===== config.mk =====
export PLATFORM = sky130hd
export DESIGN_NAME = us_timming_flow_framer
export DESIGN_NICKNAME = d
export VERILOG_FILES = /design/src/rtl/us_timming_pkg.sv /design/src/rtl/us_timming_flow_fifo.sv /design/src/rtl/us_timming_flow_framer.sv
export SDC_FILE = /design/constraint.sdc
export NUM_CORES = 2
export LEC_CHECK = 0
export ABC_AREA = 1
export CORE_MARGIN = 8
export CORE_UTILIZATION = 35
export CTS_CLUSTER_DIAMETER = 50
export CTS_CLUSTER_SIZE = 40
export DETAILED_ROUTE_END_ITERATION = 8
export SLEW_MARGIN = 10
export SYNTH_ARGS = -nofsm -noshare
export SYNTH_HDL_FRONTEND = slang
export SYNTH_HIERARCHICAL = 1
export SYNTH_SLANG_ARGS = --single-unit
export TNS_END_PERCENT = 10

===== constraint.sdc =====
create_clock -name sys_clk_i -period 7.9 [get_ports sys_clk_i]
set_clock_uncertainty 0.05 [all_clocks]
set_input_delay 1.185 -clock sys_clk_i [delete_from_list [all_inputs] [get_ports sys_clk_i]]
set_output_delay 1.185 -clock sys_clk_i [all_outputs]
set_load 0.01 [all_outputs]

===== src/rtl/us_timming_pkg.sv =====
`default_nettype none
// ----------------------------------------------------------------------------
// us_timming_pkg : shared constants, entry layout and FSM encoding for the framer
// Rev 1.0
// ----------------------------------------------------------------------------
package us_timming_pkg;

   localparam logic [15:0] c_sync_word_default = 16'hEB90;
   localparam logic [15:0] c_tail_word_default = 16'h5AA5;

   localparam int c_data_w       = 128;
   localparam int c_beat_w       = 32;
   localparam int c_entry_w      = 130;
   localparam int c_eof_bit      = 129;
   localparam int c_has_data_bit = 128;

   localparam int          c_beats_per_word = 4;
   localparam logic [1:0]  c_last_beat      = 2'd3;

   typedef enum logic [2:0] {
      ST_IDLE    = 3'd0,
      ST_HEAD    = 3'd1,
      ST_PAYLOAD = 3'd2,
      ST_NEXT    = 3'd3,
      ST_TAIL0   = 3'd4,
      ST_TAIL1   = 3'd5
   } state_t;

   // Beat 0 is the most significant 32-bit word of the timing word.
   function automatic logic [c_beat_w-1:0] beat_sel(input logic [c_data_w-1:0] data,
                                                     input logic [1:0]          idx);
      logic [c_beat_w-1:0] r;
      case (idx)
         2'd0:    r = data[127:96];
         2'd1:    r = data[95:64];
         2'd2:    r = data[63:32];
         default: r = data[31:0];
      endcase
      return r;
   endfunction

endpackage
`default_nettype wire


===== src/rtl/us_timming_flow_fifo.sv =====
`default_nettype none
// ----------------------------------------------------------------------------
// us_timming_flow_fifo : synchronous show-ahead FIFO, head readable from storage
// Rev 1.0
// ----------------------------------------------------------------------------
module us_timming_flow_fifo #(
   parameter int WIDTH = 130,
   parameter int DEPTH = 16
) (
   input  logic             sys_clk_i,
   input  logic             rst_n_i,
   input  logic             wr_en,
   input  logic [WIDTH-1:0] din,
   output logic             full,
   input  logic             rd_en,
   output logic [WIDTH-1:0] dout,
   output logic             empty
);

   localparam int c_aw = $clog2(DEPTH);

   logic [WIDTH-1:0] r_mem [DEPTH];
   logic [c_aw-1:0]  r_wr_ptr;
   logic [c_aw-1:0]  r_rd_ptr;
   logic [c_aw:0]    r_count;
   logic             w_do_wr;
   logic             w_do_rd;

   assign full    = (r_count == (c_aw+1)'(DEPTH));
   assign empty   = (r_count == '0);
   assign w_do_rd = rd_en && !empty;
   assign w_do_wr = wr_en && (!full || w_do_rd);
   assign dout    = r_mem[r_rd_ptr];

   always_ff @(posedge sys_clk_i) begin
      if (w_do_wr) begin
         r_mem[r_wr_ptr] <= din;
      end
   end

   always_ff @(posedge sys_clk_i or negedge rst_n_i) begin
      if (!rst_n_i) begin
         r_wr_ptr <= '0;
         r_rd_ptr <= '0;
         r_count  <= '0;
      end else begin
         if (w_do_wr) r_wr_ptr <= r_wr_ptr + 1'b1;
         if (w_do_rd) r_rd_ptr <= r_rd_ptr + 1'b1;
         case ({w_do_wr, w_do_rd})
            2'b10:   r_count <= r_count + 1'b1;
            2'b01:   r_count <= r_count - 1'b1;
            default: r_count <= r_count;
         endcase
      end
   end

endmodule
`default_nettype wire


===== src/rtl/us_timming_flow_framer.sv =====
`default_nettype none
// ----------------------------------------------------------------------------
// us_timming_flow_framer : frames 128-bit timing words into 32-bit beats with
// header, payload and trailer (word count + XOR checksum). Rev 1.0
// ----------------------------------------------------------------------------
module us_timming_flow_framer
   import us_timming_pkg::*;
#(
   parameter int          FIFO_DEPTH = 16,
   parameter logic [15:0] SYNC_WORD  = c_sync_word_default,
   parameter logic [15:0] TAIL_WORD  = c_tail_word_default
) (
   input  logic          sys_clk_i,
   input  logic          rst_n_i,
   input  logic          us_timming_flow_vld_i,
   input  logic [127:0]  us_timming_flow_i,
   input  logic          transmit_done_pluse_i,
   output logic [31:0]   m_data_o,
   output logic          m_valid_o,
   output logic          m_last_o,
   input  logic          m_ready_i,
   output logic [15:0]   frame_cnt_o,
   output logic          overflow_o,
   output logic          busy_o
);

   logic                 w_wr_req;
   logic                 w_wr_en;
   logic                 w_full;
   logic                 w_empty;
   logic                 w_pop;
   logic                 w_xfer;
   logic [c_entry_w-1:0] w_din;
   logic [c_entry_w-1:0] w_head;
   logic                 w_head_eof;
   logic                 w_head_has_data;
   logic [c_data_w-1:0]  w_head_data;

   state_t               r_state;
   logic [1:0]           r_beat;
   logic [15:0]          r_seq;
   logic [15:0]          r_word_cnt;
   logic [31:0]          r_chk;

   assign w_wr_req        = us_timming_flow_vld_i || transmit_done_pluse_i;
   assign w_din           = {transmit_done_pluse_i, us_timming_flow_vld_i, us_timming_flow_i};
   assign w_wr_en         = w_wr_req && (!w_full || w_pop);
   assign w_xfer          = m_valid_o && m_ready_i;
   assign w_head_eof      = w_head[c_eof_bit];
   assign w_head_has_data = w_head[c_has_data_bit];
   assign w_head_data     = w_head[c_data_w-1:0];
   assign busy_o          = (r_state != ST_IDLE) || !w_empty;

   us_timming_flow_fifo #(
      .WIDTH (c_entry_w),
      .DEPTH (FIFO_DEPTH)
   ) u_fifo (
      .sys_clk_i (sys_clk_i),
      .rst_n_i   (rst_n_i),
      .wr_en     (w_wr_en),
      .din       (w_din),
      .full      (w_full),
      .rd_en     (w_pop),
      .dout      (w_head),
      .empty     (w_empty)
   );

   // An entry leaves the FIFO once its last payload beat moves, or when a
   // data-less end-of-frame marker is consumed.
   always_comb begin
      w_pop = 1'b0;
      case (r_state)
         ST_HEAD:    w_pop = w_xfer && !w_head_has_data;
         ST_PAYLOAD: w_pop = w_xfer && (r_beat == c_last_beat);
         ST_NEXT:    w_pop = !w_empty && !w_head_has_data;
         default:    w_pop = 1'b0;
      endcase
   end

   always_ff @(posedge sys_clk_i or negedge rst_n_i) begin
      if (!rst_n_i) begin
         overflow_o <= 1'b0;
      end else if (w_wr_req && w_full && !w_pop) begin
         overflow_o <= 1'b1;
      end
   end

   always_ff @(posedge sys_clk_i or negedge rst_n_i) begin
      if (!rst_n_i) begin
         r_state     <= ST_IDLE;
         r_beat      <= '0;
         r_seq       <= '0;
         r_word_cnt  <= '0;
         r_chk       <= '0;
         frame_cnt_o <= '0;
         m_valid_o   <= 1'b0;
         m_last_o    <= 1'b0;
         m_data_o    <= '0;
      end else begin
         case (r_state)
            ST_IDLE: begin
               r_word_cnt <= '0;
               r_chk      <= '0;
               if (!w_empty) begin
                  r_state   <= ST_HEAD;
                  m_valid_o <= 1'b1;
                  m_last_o  <= 1'b0;
                  m_data_o  <= {SYNC_WORD, r_seq};
               end
            end
            ST_HEAD: begin
               if (w_xfer) begin
                  if (w_head_has_data) begin
                     r_state  <= ST_PAYLOAD;
                     r_beat   <= '0;
                     m_data_o <= beat_sel(w_head_data, 2'd0);
                  end else begin
                     r_state  <= ST_TAIL0;
                     m_data_o <= {TAIL_WORD, r_word_cnt};
                  end
               end
            end
            ST_PAYLOAD: begin
               if (w_xfer) begin
                  r_chk <= r_chk ^ m_data_o;
                  if (r_beat == c_last_beat) begin
                     r_word_cnt <= r_word_cnt + 16'd1;
                     if (w_head_eof) begin
                        r_state  <= ST_TAIL0;
                        m_data_o <= {TAIL_WORD, r_word_cnt + 16'd1};
                     end else begin
                        r_state   <= ST_NEXT;
                        m_valid_o <= 1'b0;
                     end
                  end else begin
                     r_beat   <= r_beat + 2'd1;
                     m_data_o <= beat_sel(w_head_data, r_beat + 2'd1);
                  end
               end
            end
            ST_NEXT: begin
               if (!w_empty) begin
                  m_valid_o <= 1'b1;
                  if (w_head_has_data) begin
                     r_state  <= ST_PAYLOAD;
                     r_beat   <= '0;
                     m_data_o <= beat_sel(w_head_data, 2'd0);
                  end else begin
                     r_state  <= ST_TAIL0;
                     m_data_o <= {TAIL_WORD, r_word_cnt};
                  end
               end
            end
            ST_TAIL0: begin
               if (w_xfer) begin
                  r_state  <= ST_TAIL1;
                  m_data_o <= r_chk;
                  m_last_o <= 1'b1;
               end
            end
            ST_TAIL1: begin
               if (w_xfer) begin
                  r_state     <= ST_IDLE;
                  m_valid_o   <= 1'b0;
                  m_last_o    <= 1'b0;
                  r_seq       <= r_seq + 16'd1;
                  frame_cnt_o <= frame_cnt_o + 16'd1;
               end
            end
            default: begin
               r_state   <= ST_IDLE;
               m_valid_o <= 1'b0;
               m_last_o  <= 1'b0;
            end
         endcase
      end
   end

endmodule
`default_nettype wire

==> results.yml <==
status:
  run_status: "completed"
cts:
  clkTransAtPathRegs_ns: 0.07
  clk_latency_ns: 0.86
  numClockSinks: 2213
  post_cts_resized: 0
  root_buffer: "clkbuf_16"
  ctsHoldBuffers: 0
  clock_path_buffers: 3
  cts_tree: "yes"
  htree_levels: 4
  postCtsSetupRepairBufs: 0
  numCtsBuffers: 173
critical_path:
  worstSetupPathType: "reg2reg"
  reg2reg_setup_slack_ns: 0.94
  worstPathRequired_ns: 8.30
  rr_worst_depth: 17
  endpoint_kind: "flip-flop"
  worstPathArrival_ns: 7.36
  worstSetupStartpointType: "flip-flop"
  slowest_delay_ns: 0.91
  worstReg2RegEnd: "u_fifo/r_mem[7][58]"
  cpMostUsedCell: "nand2_1"
  r2r_start: "u_fifo/r_rd_ptr[1]"
  cp_slowest_cell: "dfrtp_4"
  worstPathCellList: "inv_8 > o21ai_0 > o22ai_1 > nand2_1 > nand2_1 > nand2_1 > nand2_1 > inv_1 > nand2_1 > o21ai_0 > o22ai_1 > inv_1 > o21ai_0 > inv_1 > nand2_1 > nor2_4 > buf_12"
  worstPathMaxFanout: 115
die:
  io_pins: 185
  row_count: 186
  die_y_um: 524
  dieArea_um2: 275000
  start_util: 0.352
  core_area_um2: 257000
  die_width_um: 524
grt:
  antenna_found_initial: 49
  grt_use_total: 0.183
  grt_pass1_vias: 56500
  grt_overflow: 0
  grt_max_degree: 197
  grt_pass1_wl_um: 381000
synth:
  avgSynthCellArea_um2: 12.1
  post-synth-top-count-cell: "edfxtp_1"
  syn_inst: 7492
  yosysWarnings: 6
  syn-num-nets: 7642
  synth_ff_type: "edfxtp_1"
  netlist_top_cells_area: "edfxtp_1, nor2_1, o21ai_0, nand2_1, dfrtp_1"
  synth_common_cells: "edfxtp_1, nor2_1, o21ai_0"
  synth-edff-count: 2080
  synth_top_area_frac: 0.691
  ys_ff_latch: 2213
  synth_largest_area_cell: "edfxtp_1"
  syn_area_um2: 90400
  synth_seq_area_share: 0.728
  async_reset_ff_frac: 0.0601
  synthDistinctLibCells: 41
final_layout:
  num-fill-cells: 24000
  nets: 7603
  multi_input_area_um2: 21800
  ff_latch_area_um2: 65800
  drive_above_1_share: 0.0618
  synthToLayoutAreaGrowth_pct: 12.6
  final_cell_area_um2: 102000
job:
  max_cap_violations: 0
sta:
  fmax_mhz: 144
  tns_ns: 0
  relSlewSlack: 0.210
  timing.hold.ws_ns: 0.268
  min_period_ns: 6.96
  fin_crit_sh: 0.881
  worst_pin_slew_ns: 1.19
  finalSetupViolations: 0
  rsz0062_at_grt: "no"
  hold_viol: 0
  drv_slew: 0
routing:
  wl_per_cell_um: 23.7
  drc: 0
  ant_nets: 0
  wirelength_um: 261000
  drt-initial-drc-count: 6718
  vias_per_cell: 5.43
  vias: 59800
  first_pass_iters: 6
placement:
  dpl.hpwl_um: 145000
  port_buffers: 184
  placed_cell_area_um2: 95500
  gp_congestion: 0.893
pwr:
  power.total_uw: 38600
  ir_drop_mv: 0.362
  p_per_area_nw_per_um2: 379
  p_leak_uw: 0.0336
hold_path:
  hp-class: "in2async"
[worst max-delay path, delay by kind of cell (launching register included)]
kind | cells | cell delay (ns)
AOI/OAI and AO/OA | 5 | 1.24
buffers and inverters | 5 | 2.01
DFF | 1 | 0.91
and+or+nand+nor | 7 | 2.17
[registers in the layout, indices dropped and copies added (netlist names), 2 cells and up]
| register | flops |
|---|---|
| frame_cnt_o | 16 |
| m_data_o | 32 |
| r_beat | 2 |
| r_chk | 32 |
| r_seq | 16 |
| r_state | 3 |
| r_word_cnt | 16 |
| u_fifo/r_count | 5 |
| u_fifo/r_mem | 2080 |
| u_fifo/r_rd_ptr | 4 |
| u_fifo/r_wr_ptr | 4 |
[area by class of cell]
type,count,share of cell area
clock inverter,142,0.0183
antenna,19,0.000467
sequential,2213,0.647
timing repair buffer,276,0.0288
multi-input combinational,4595,0.214
clock buffer,180,0.0430
inverter,194,0.00745
tap,3384,0.0416
[cells by family (layout without fill, tap and decap cells)]
family	Yosys count	in the layout	share of synthesized area
compound gates	1752	1752	0.110
xor+xnor	31	31	0.00300
simple gates	2795	2795	0.124
flops	2213	2213	0.728
buf+inv	684	792	0.0330
fa+ha+maj	17	17	0.00244
other cells	0	19	0
[per-layer routing]
layer	wire length, um	global-route usage
met1	112000	0.257
met2	116000	0.283
met3	22800	0.0412
met4	9120	0.0617
met5	215	0
[power by group]
part | switching [uW] | internal (uW) | total (uW)
combinational | 10400 | 3490 | 13900
sequential | 633 | 14600 | 15200
clock | 4740 | 4720 | 9460
total | 15800 | 22800 | 38600
[worst max path at each step]
stage	startpoint	slack (ns)	cells past startpoint	end
finish	u_fifo/r_rd_ptr[1]	0.94	17	u_fifo/r_mem[7][58]
floorplan	u_fifo/r_rd_ptr[2]	-0.85	17	u_fifo/r_mem[11][0]
global placement	u_fifo/r_rd_ptr[1]	1.21	17	u_fifo/r_mem[7][77]
detailed placement	u_fifo/r_rd_ptr[1]	1.16	17	u_fifo/r_mem[7][22]
global route	u_fifo/r_rd_ptr[1]	0.65	17	u_fifo/r_mem[7][58]
CTS	u_fifo/r_rd_ptr[1]	1.09	17	u_fifo/r_mem[7][77]
[through the flow]
stage,util,setup WS [ns],cells
2_1_floorplan,-,-0.848,7492
3_3_place_gp,0.372,1.21,10700
3_5_place_dp,0.372,1.16,10700
4_1_cts,0.396,1.09,11000
5_1_grt,0.396,0.652,11000
6_report,0.396,0.938,11000
[placed cells by master, fill, tap and decap left out, types with 32 or more instances in the layout]
cell type / synthesis / final
a21oi_1: 59 / 59
buf_12: 0 / 32
buf_4: 28 / 60
clkbuf_16: 0 / 174
clkdlybuf4s50_1: 0 / 183
dfrtp_1: 133 / 129
edfxtp_1: 2080 / 2080
inv_1: 186 / 185
nand2_1: 887 / 887
nand3_1: 308 / 308
nor2_1: 1470 / 1452
nor3_1: 39 / 39
nor3b_1: 32 / 32
o211ai_1: 355 / 355
o21ai_0: 1075 / 1075
o21ai_1: 71 / 71
o22ai_1: 175 / 175
Note: power is estimated with default switching activity, not from simulation.
==> RTL change (same settings) <==
Encoding of `state_t`: now Gray code (3 bits for 6 states).
--- a/src/rtl/us_timming_pkg.sv
+++ b/src/rtl/us_timming_pkg.sv
@@ -18,12 +18,12 @@
    localparam logic [1:0]  c_last_beat      = 2'd3;
 
    typedef enum logic [2:0] {
-      ST_IDLE    = 3'd0,
-      ST_HEAD    = 3'd1,
-      ST_PAYLOAD = 3'd2,
-      ST_NEXT    = 3'd3,
-      ST_TAIL0   = 3'd4,
-      ST_TAIL1   = 3'd5
+      ST_IDLE    = 3'b000,
+      ST_HEAD    = 3'b001,
+      ST_PAYLOAD = 3'b011,
+      ST_NEXT    = 3'b010,
+      ST_TAIL0   = 3'b110,
+      ST_TAIL1   = 3'b111
    } state_t;
 
    // Beat 0 is the most significant 32-bit word of the timing word.
Function: no difference found for any inputs over 4 cycles, from zero or initial values and one cycle with rst_n_i low; so few cycles prove little.
==> RTL change against the unedited design <==
- synthesized cell count decreased by 0.27%
- cell area about the same
- sequential cell count unchanged
- worst setup slack improved by 0.86 ns
- area after synthesis decreased by 0.14%
- wire length decreased by 0.17%
- critical path type unchanged
- largest cell class unchanged
- highest routed layer unchanged
Power is not compared: it rests on default switching activity, and its combinational part moved more than twofold at a synthesized area within 25%.
==> RTL change: results (changes against the unedited design) <==
\begin{tabular}{lr}
\hline
Metric & Value \\
\hline
\multicolumn{2}{l}{\textbf{Routing}} \\
\quad Iteration-0 DRC Markers & 6456 (was 6718) \\
\quad Total wire length after detailed routing & 260000 um (was 261000 um) \\
\quad Via count of the routed design & 59460 (was 59754) \\
\multicolumn{2}{l}{\textbf{Worst setup path}} \\
\quad Worst-path maximum fanout & 92 (was 115) \\
\quad Crit. Startpoint & u\_fifo/r\_rd\_ptr[2]\$\_DFFE\_PN0N\_ (was u\_fifo/r\_rd\_ptr[1]\$\_DFFE\_PN0N\_) \\
\quad Data arrival at the endpoint of the critical path & 6.52 ns (was 7.36 ns) \\
\quad Cell at the slowest stage of the critical path & sky130\_fd\_sc\_hd\_\_nor2\_4 (was sky130\_fd\_sc\_hd\_\_dfrtp\_4) \\
\quad Number of cells on the worst reg-to-reg path & 14 (was 17) \\
\multicolumn{2}{l}{\textbf{Place}} \\
\quad Post-DP Area & 95400 sq um (was 95500 sq um) \\
\quad RePlAce Congestion & 0.859 (was 0.893) \\
\quad Estimated wirelength of the detail-placed design & 146000 um (was 145000 um) \\
\multicolumn{2}{l}{\textbf{GRT}} \\
\quad Maximum number of pins on one net before global-route repair & 208 (was 197) \\
\quad Wire length of the first global-routing pass & 380000 um (was 381000 um) \\
\quad Number of antenna violations at the first check in global routing & 50 (was 49) \\
\quad Global routing met3 resource utilization & 3.57\% (was 4.12\%) \\
\multicolumn{2}{l}{\textbf{Outcome}} \\
\quad Status & finished, final reports clean (unchanged) \\
\multicolumn{2}{l}{\textbf{Cells and area}} \\
\quad Share of final-layout standard cells stronger than drive strength 1 & 6.17\% (was 6.18\%) \\
\quad Post-route cell area & 102000 sq um (about the same) \\
\multicolumn{2}{l}{\textbf{STA}} \\
\quad Relative max-transition margin & 18.9\% (was 21.0\%) \\
\multicolumn{2}{l}{\textbf{Synth}} \\
\quad Mean cell area of the mapped netlist & 12.1 sq um (about the same) \\
\hline
\end{tabular}
## RTL change: worst max-delay path, delay by kind of cell (launching register included)
family	cells	cell delay, ns
AOI/OAI and AO/OA	4	1.08
buffers and inverters	5	1.88
DFF	1	0.77
and+or+nand+nor	5	1.77
## RTL change: report_power, final
part / internal [W] / switching, W
Combinational: 0.0000581 / 0.000176
Sequential: 0.0128 / 0
Clock: 0.00483 / 0.00470
Total: 0.0177 / 0.00488
## RTL change: metal layers
metal  vias up  share of wire (%)  wire length (um)
met1     29872                 42            110000
met4        32                3.0              7780
met2      2291                 47            121000
met5         -              0.080               207
li1      26840                  -                 -
met3       425                8.0             20800
## RTL change: logic make-up (layout without fill, tap and decap cells)
logic type	Yosys count	after routing	share of synthesized area, %
AND/OR/NAND/NOR	2778	2778	12.3
flip-flops	2213	2213	72.9
AO/OA/AOI/OAI	1758	1758	11.0
buffers and inverters	673	798	3.23
XOR/XNOR	33	33	0.320
adder cells (fa/ha/maj)	17	17	0.244
other	0	16	0
## RTL change: layout make-up
cell class	count	area share [%]
sequential	2213	64.6
clock inverter	143	1.78
timing repair buffer	278	2.90
clock buffer	188	4.46
tap	3384	4.16
inverter	189	0.724
multi-input combinational	4586	21.3
antenna	16	0.0393
## RTL change: metrics by stage
stage	TNS, ns	setup WS, ns
after floorplan	-1915.77	-0.945
after global placement	0	1.72
after detailed placement	0	1.89
after CTS	0	1.85
after global routing	0	1.42
final	0	1.80
## RTL change: how the worst max path moves through the flow
stage	slack, ns	endpoint
finish	1.80	u_fifo/r_mem[10][5]$_DFFE_PP_
global route	1.42	u_fifo/r_mem[10][118]$_DFFE_PP_
CTS	1.85	u_fifo/r_mem[10][119]$_DFFE_PP_
detailed placement	1.89	u_fifo/r_mem[10][1]$_DFFE_PP_
global placement	1.72	u_fifo/r_mem[10][1]$_DFFE_PP_
floorplan	-0.94	u_fifo/r_mem[11][0]$_DFFE_PP_
